`src/rtl/conv_pkg.sv`:
```
// Shared definitions for the convolution window feeder: pixel width and the
// feeder state encoding.
package conv_pkg;

    localparam int PIX_W = 8;

    typedef enum logic [1:0] {
        ST_IDLE   = 2'd0,
        ST_FILL   = 2'd1,
        ST_STREAM = 2'd2,
        ST_DRAIN  = 2'd3
    } feed_state_t;

endpackage

```
`src/rtl/conv_pos_counter.sv`:
```
// Raster position counter: column wraps at the image width and advances the
// row; flags the last column and the last pixel of the frame.
module conv_pos_counter
    import conv_pkg::*;
#(
    parameter int IMG_WIDTH  = 8,
    parameter int IMG_HEIGHT = 8
) (
    input  logic                          i_clk,
    input  logic                          i_rst_n,
    input  logic                          i_clr,
    input  logic                          i_inc,
    output logic [$clog2(IMG_WIDTH)-1:0]  o_col,
    output logic [$clog2(IMG_HEIGHT)-1:0] o_row,
    output logic                          o_last_col,
    output logic                          o_last_pix
);
    localparam int CW = $clog2(IMG_WIDTH);
    localparam int RW = $clog2(IMG_HEIGHT);
    localparam logic [CW-1:0] C_LAST_COL = CW'(IMG_WIDTH - 1);
    localparam logic [RW-1:0] C_LAST_ROW = RW'(IMG_HEIGHT - 1);

    logic [CW-1:0] r_col;
    logic [RW-1:0] r_row;
    logic          w_last_col;
    logic          w_last_row;

    assign w_last_col = (r_col == C_LAST_COL);
    assign w_last_row = (r_row == C_LAST_ROW);

    always_ff @(posedge i_clk or negedge i_rst_n) begin
        if (!i_rst_n) begin
            r_col <= '0;
            r_row <= '0;
        end else if (i_clr) begin
            r_col <= '0;
            r_row <= '0;
        end else if (i_inc) begin
            if (w_last_col) begin
                r_col <= '0;
                // Explicit row wrap keeps non-power-of-two heights correct.
                r_row <= w_last_row ? '0 : r_row + RW'(1);
            end else begin
                r_col <= r_col + CW'(1);
            end
        end
    end

    assign o_col      = r_col;
    assign o_row      = r_row;
    assign o_last_col = w_last_col;
    assign o_last_pix = w_last_col & w_last_row;

endmodule

```
`src/rtl/conv_sr_feeder.sv`:
```
// Upstream controller for the convolution window shift-register chain: gates the
// raster pixel stream, tracks position and flags complete, non-wrapping windows.
module conv_sr_feeder
    import conv_pkg::*;
#(
    parameter int P_SR_DEPTH  = 3,
    parameter int NUM_SR_ROWS = 3,
    parameter int IMG_WIDTH   = 8,
    parameter int IMG_HEIGHT  = 8
) (
    input  logic                          i_clk,
    input  logic                          i_rst_n,
    input  logic                          i_start,
    input  logic [PIX_W-1:0]              i_pixel,
    input  logic                          i_pixel_valid,
    output logic                          o_pixel_ready,
    output logic                          o_sr_enable,
    output logic [PIX_W-1:0]              o_sr_pixel,
    output logic                          o_window_valid,
    input  logic                          i_window_ready,
    output logic [$clog2(IMG_WIDTH)-1:0]  o_win_col,
    output logic [$clog2(IMG_HEIGHT)-1:0] o_win_row,
    output logic                          o_frame_done,
    output logic                          o_busy
);
    localparam int CW = $clog2(IMG_WIDTH);
    localparam int RW = $clog2(IMG_HEIGHT);
    localparam logic [CW-1:0] C_FIRST_COL = CW'(P_SR_DEPTH - 1);
    localparam logic [RW-1:0] C_FIRST_ROW = RW'(NUM_SR_ROWS - 1);

    feed_state_t   r_state;
    feed_state_t   w_state_next;
    logic          r_window_valid;
    logic [CW-1:0] r_win_col;
    logic [RW-1:0] r_win_row;

    logic          w_feeding;
    logic          w_stalled;
    logic          w_pixel_ready;
    logic          w_accept;
    logic          w_qualify;
    logic          w_frame_done;
    logic          w_clr;
    logic [CW-1:0] w_col;
    logic [RW-1:0] w_row;
    logic          w_last_col;
    logic          w_last_pix;
    logic          w_unused_last_col;

    // An unconsumed window blocks the stream so the chain cannot overwrite it.
    assign w_feeding     = (r_state == ST_FILL) || (r_state == ST_STREAM);
    assign w_stalled     = r_window_valid & ~i_window_ready;
    assign w_pixel_ready = w_feeding & ~w_stalled;
    assign w_accept      = i_pixel_valid & w_pixel_ready;
    assign w_clr         = (r_state == ST_IDLE) & i_start;

    // The column test alone rejects windows that straddle a row boundary.
    assign w_qualify = w_accept && (w_col >= C_FIRST_COL) && (w_row >= C_FIRST_ROW);

    assign w_unused_last_col = w_last_col;

    conv_pos_counter #(
        .IMG_WIDTH  (IMG_WIDTH),
        .IMG_HEIGHT (IMG_HEIGHT)
    ) u_pos (
        .i_clk      (i_clk),
        .i_rst_n    (i_rst_n),
        .i_clr      (w_clr),
        .i_inc      (w_accept),
        .o_col      (w_col),
        .o_row      (w_row),
        .o_last_col (w_last_col),
        .o_last_pix (w_last_pix)
    );

    always_ff @(posedge i_clk or negedge i_rst_n) begin
        if (!i_rst_n) begin
            r_state <= ST_IDLE;
        end else begin
            r_state <= w_state_next;
        end
    end

    always_comb begin
        w_state_next = r_state;
        w_frame_done = 1'b0;
        case (r_state)
            ST_IDLE: begin
                if (i_start) begin
                    w_state_next = ST_FILL;
                end
            end
            ST_FILL: begin
                if (w_qualify) begin
                    w_state_next = ST_STREAM;
                end
            end
            ST_STREAM: begin
                if (w_accept && w_last_pix) begin
                    w_state_next = ST_DRAIN;
                end
            end
            ST_DRAIN: begin
                if (r_window_valid && i_window_ready) begin
                    w_state_next = ST_IDLE;
                    w_frame_done = 1'b1;
                end
            end
            default: begin
                w_state_next = ST_IDLE;
            end
        endcase
    end

    // A qualifying accept wins over the consume so back-to-back windows stay valid.
    always_ff @(posedge i_clk or negedge i_rst_n) begin
        if (!i_rst_n) begin
            r_window_valid <= 1'b0;
            r_win_col      <= '0;
            r_win_row      <= '0;
        end else if (w_qualify) begin
            r_window_valid <= 1'b1;
            r_win_col      <= w_col;
            r_win_row      <= w_row;
        end else if (i_window_ready) begin
            r_window_valid <= 1'b0;
        end
    end

    assign o_pixel_ready  = w_pixel_ready;
    assign o_sr_enable    = w_accept;
    assign o_sr_pixel     = i_pixel;
    assign o_window_valid = r_window_valid;
    assign o_win_col      = r_win_col;
    assign o_win_row      = r_win_row;
    assign o_frame_done   = w_frame_done;
    assign o_busy         = (r_state != ST_IDLE);

endmodule

```
`config.mk`:
```
export PLATFORM = sky130hd
export DESIGN_NAME = conv_sr_feeder
export DESIGN_NICKNAME = d
export VERILOG_FILES = /design/src/rtl/conv_pkg.sv /design/src/rtl/conv_pos_counter.sv /design/src/rtl/conv_sr_feeder.sv
export SDC_FILE = /design/constraint.sdc
export NUM_CORES = 1
export LEC_CHECK = 0
export BUFFER_PORTS_ARGS = -buffer_cell sky130_fd_sc_hd__buf_2
export CAP_MARGIN = 20
export CORE_ASPECT_RATIO = 1.25
export CORE_MARGIN = 4
export CORE_UTILIZATION = 51
export DETAILED_ROUTE_END_ITERATION = 8
export PLACE_DENSITY = 0.81
export SYNTH_ARGS = -nofsm -noshare
export SYNTH_HDL_FRONTEND = slang
export SYNTH_SLANG_ARGS = --single-unit
```
`constraint.sdc`:
```
create_clock -name i_clk -period 2.73 [get_ports i_clk]
set_input_delay 0.6825 -clock i_clk [delete_from_list [all_inputs] [get_ports i_clk]]
set_output_delay 0.6825 -clock i_clk [all_outputs]
set_load 0.005 [all_outputs]
```
==> flow_metrics.tcl <==
set metrics [dict create \
    dieHeight_um 54.8 \
    synth_top_cell_area_share_pct 42.1 \
    synth_flop_cell "dfrtp_1" \
    routedWlPerCell_um 13.5 \
    clock_path_buffers 2 \
    synth_nets 110 \
    grt-ovfl-total 0 \
    ir_drop_mv 0.474 \
    p_clk_share_pct 15.7 \
    leakage_nw 0.506 \
    grt_antenna_before_repair 0 \
    netlist_area_um2 892 \
    ctsResizeCount 0 \
    async_flop_share_pct 100 \
    clk_pin_slew_worst_paths_ns 0.08 \
    p_comb_share_pct 44.0 \
    area_delta_synth_final_pct 6.73 \
    drive_above_1_share_pct 26.8 \
    ys_seq_area_share_pct 42.1 \
    power.total_uw 789 \
    yosys_warnings 0 \
    status "complete, no violations" \
    startpoint_type "flop" \
    clkLatencyLatePin_ns 0.28 \
    fillers 150 \
    post-dp-hpwl_um 1180 \
    worst_slew_pin_slew_ns 0.568 \
    drtIter0Drc 13 \
    grt_pass1_wl_um 2650 \
    gp_congestion 0.775 \
    cts_buffers 3 \
    required_ns 2.05 \
    end_kind "output port" \
    coreArea_mm2 0.00162 \
    p_per_area_mw_per_mm2 829 \
    fp-row-count 16 \
    ys_top_cells_by_count "dfrtp_1, nand2_1, ha_1" \
    holdBufCountCts 0 \
    cts_tree "yes" \
    hold_path.class "in -> async" \
    seqPwrFrac_pct 40.3 \
    fmax_mhz 426 \
    skew_ns 0.00516 \
    crit_arrival_ns 1.66 \
    io_pins 32 \
    fin_tns_setup_ns 0 \
    swShare_pct 38.9 \
    relSlewSlack_pct 61.9 \
    critPathKind "reg -> out" \
    synth_edf_count 0 \
    cts_root_buf "clkbuf_4" \
    htree_levels 1 \
    wl_um 1550 \
    viasPerCell 5.68 \
    syn_inst 87 \
    fp.dieW_um 45.4 \
    route.detailed.drc 0 \
    p_switching_uw 307 \
    io_buffers 15 \
    vias 653 \
    cts_setup_buffers 0 \
    synth_cell_type_count 25 \
    rsz0062_at_grt "no" \
    hold_viol 0 \
    finalCritPeriodShare_pct 85.9 \
    setup_violations 0 \
    cp_max_fo 6 \
    power.internal_uw 482 \
    min_period_ns 2.34 \
    synth_most_common_cell "dfrtp_1" \
    grt_pass1_vias 651 \
    ys_ff_latch 15 \
    clock_sinks 15 \
    drv_cap 0 \
    first_pass_iters 4 \
    grt_usage_pct 15.0 \
    syn_area_per_cell_um2 10.3 \
    synth_area_leaders "dfrtp_1, ha_1, buf_4" \
    antennaDiodeCount 0 \
    die-area_mm2 0.00249 \
    synth_top_cell_by_area "dfrtp_1" \
    antenna_left 0 \
    drv_slew 0 \
    num-nets-final 121 \
    grt_max_degree 16 \
    initial_utilization_pct 55.0 \
]
per-stage QoR:
step | setup WS [ns] | instances | utilization, % | area, µm² | hold WS, ns
after CTS | 0.382 | 115 | 58.7 | 952 | 0.291
after detailed placement | 0.579 | 111 | 57.1 | 926 | 0.488
after floorplan | 0.906 | 87 | - | 892 | 0.387
after global placement | 0.597 | 111 | 57.1 | 926 | 0.479
after global routing | 0.218 | 115 | 58.7 | 952 | 0.302
final | 0.385 | 115 | 58.7 | 952 | 0.281
registers in the layout (all words and copies together) (netlist names):
name and flops:
o_win_col 3, o_win_row 3, u_pos.o_col 3, u_pos.o_row 3
r_state 2, o_window_valid 1
cell type report:
cell class | instances | area, µm² | share of cell area [%]
inverters | 5 | 18.8 | 1.97
repair buffers | 15 | 75.1 | 7.88
flip-flops and latches | 15 | 375 | 39.4
clock buffers | 4 | 26.3 | 2.76
multi-input cells | 58 | 434 | 45.6
well taps | 18 | 22.5 | 2.37
layout by cell type (no fill, tap or decap), drive strengths merged:
cell,instances
nand4,1
dfrtp,15
nor2b,1
and3,1
or2,1
nand3,3
or3,3
a2bb2oi,1
a22o,2
nor2,2
ha,10
a32oi,1
o31ai,1
nand3b,1
clkbuf,4
o41ai,1
a21oi,6
buf,15
nand2b,1
inv,5
and2,2
mux2,5
nand2,12
nor3,3
worst max-delay path, cell delays in order (launching register included):
cell,delay [ns]
dfrtp_1,0.38
inv_1,0.10
ha_1,0.36
nand3_1,0.22
inv_1,0.18
buf_2,0.14
power by group through the flow:
stage,Sequential [mW],Combinational [mW],Clock (mW)
global route,0.326,0.399,0.135
floorplan,0.313,0.262,0
detailed placement,0.323,0.342,0
CTS,0.318,0.348,0.128
finish,0.318,0.347,0.124
global placement,0.322,0.335,0
path summary, 6_finish.rpt:
kind / start / cells past startpoint / slack, ns / to
worst min-delay path: i_rst_n / 1 / 0.28 / u_pos.o_col[1]$_DFFE_PN0P_
worst max-delay path: r_state[0]$_DFFE_PN0P_ / 5 / 0.39 / o_sr_enable
min in group i_clk: o_win_col[2]$_DFFE_PN0P_ / 1 / 0.50 / o_win_col[2]$_DFFE_PN0P_
worst min register to register: o_win_col[2]$_DFFE_PN0P_ / 1 / 0.50 / o_win_col[2]$_DFFE_PN0P_
worst max register to register: r_state[0]$_DFFE_PN0P_ / 5 / 0.82 / o_win_row[1]$_DFFE_PN0P_
max in group asynchronous: i_rst_n / 1 / 2.20 / o_window_valid$_DFFE_PN0P_
per-layer routing:
metal	vias up	GRT usage, %	share of wire, %
met1	305	18.1	44
li1	318	-	-
met4	0	9.27	2.8
met3	7	2.63	6.2
met5	-	0	0
met2	23	24.4	47
cell families after synthesis:
group,count (synthesis),share of synthesized area [%]
AO/OA/AOI/OAI,12,9.96
adder cells (fa/ha/maj),10,14.0
buffers and inverters,14,9.26
flip-flops,15,42.1
multiplexers,5,6.31
AND/OR/NAND/NOR,31,18.4
Power figures use the tool's default switching activity.
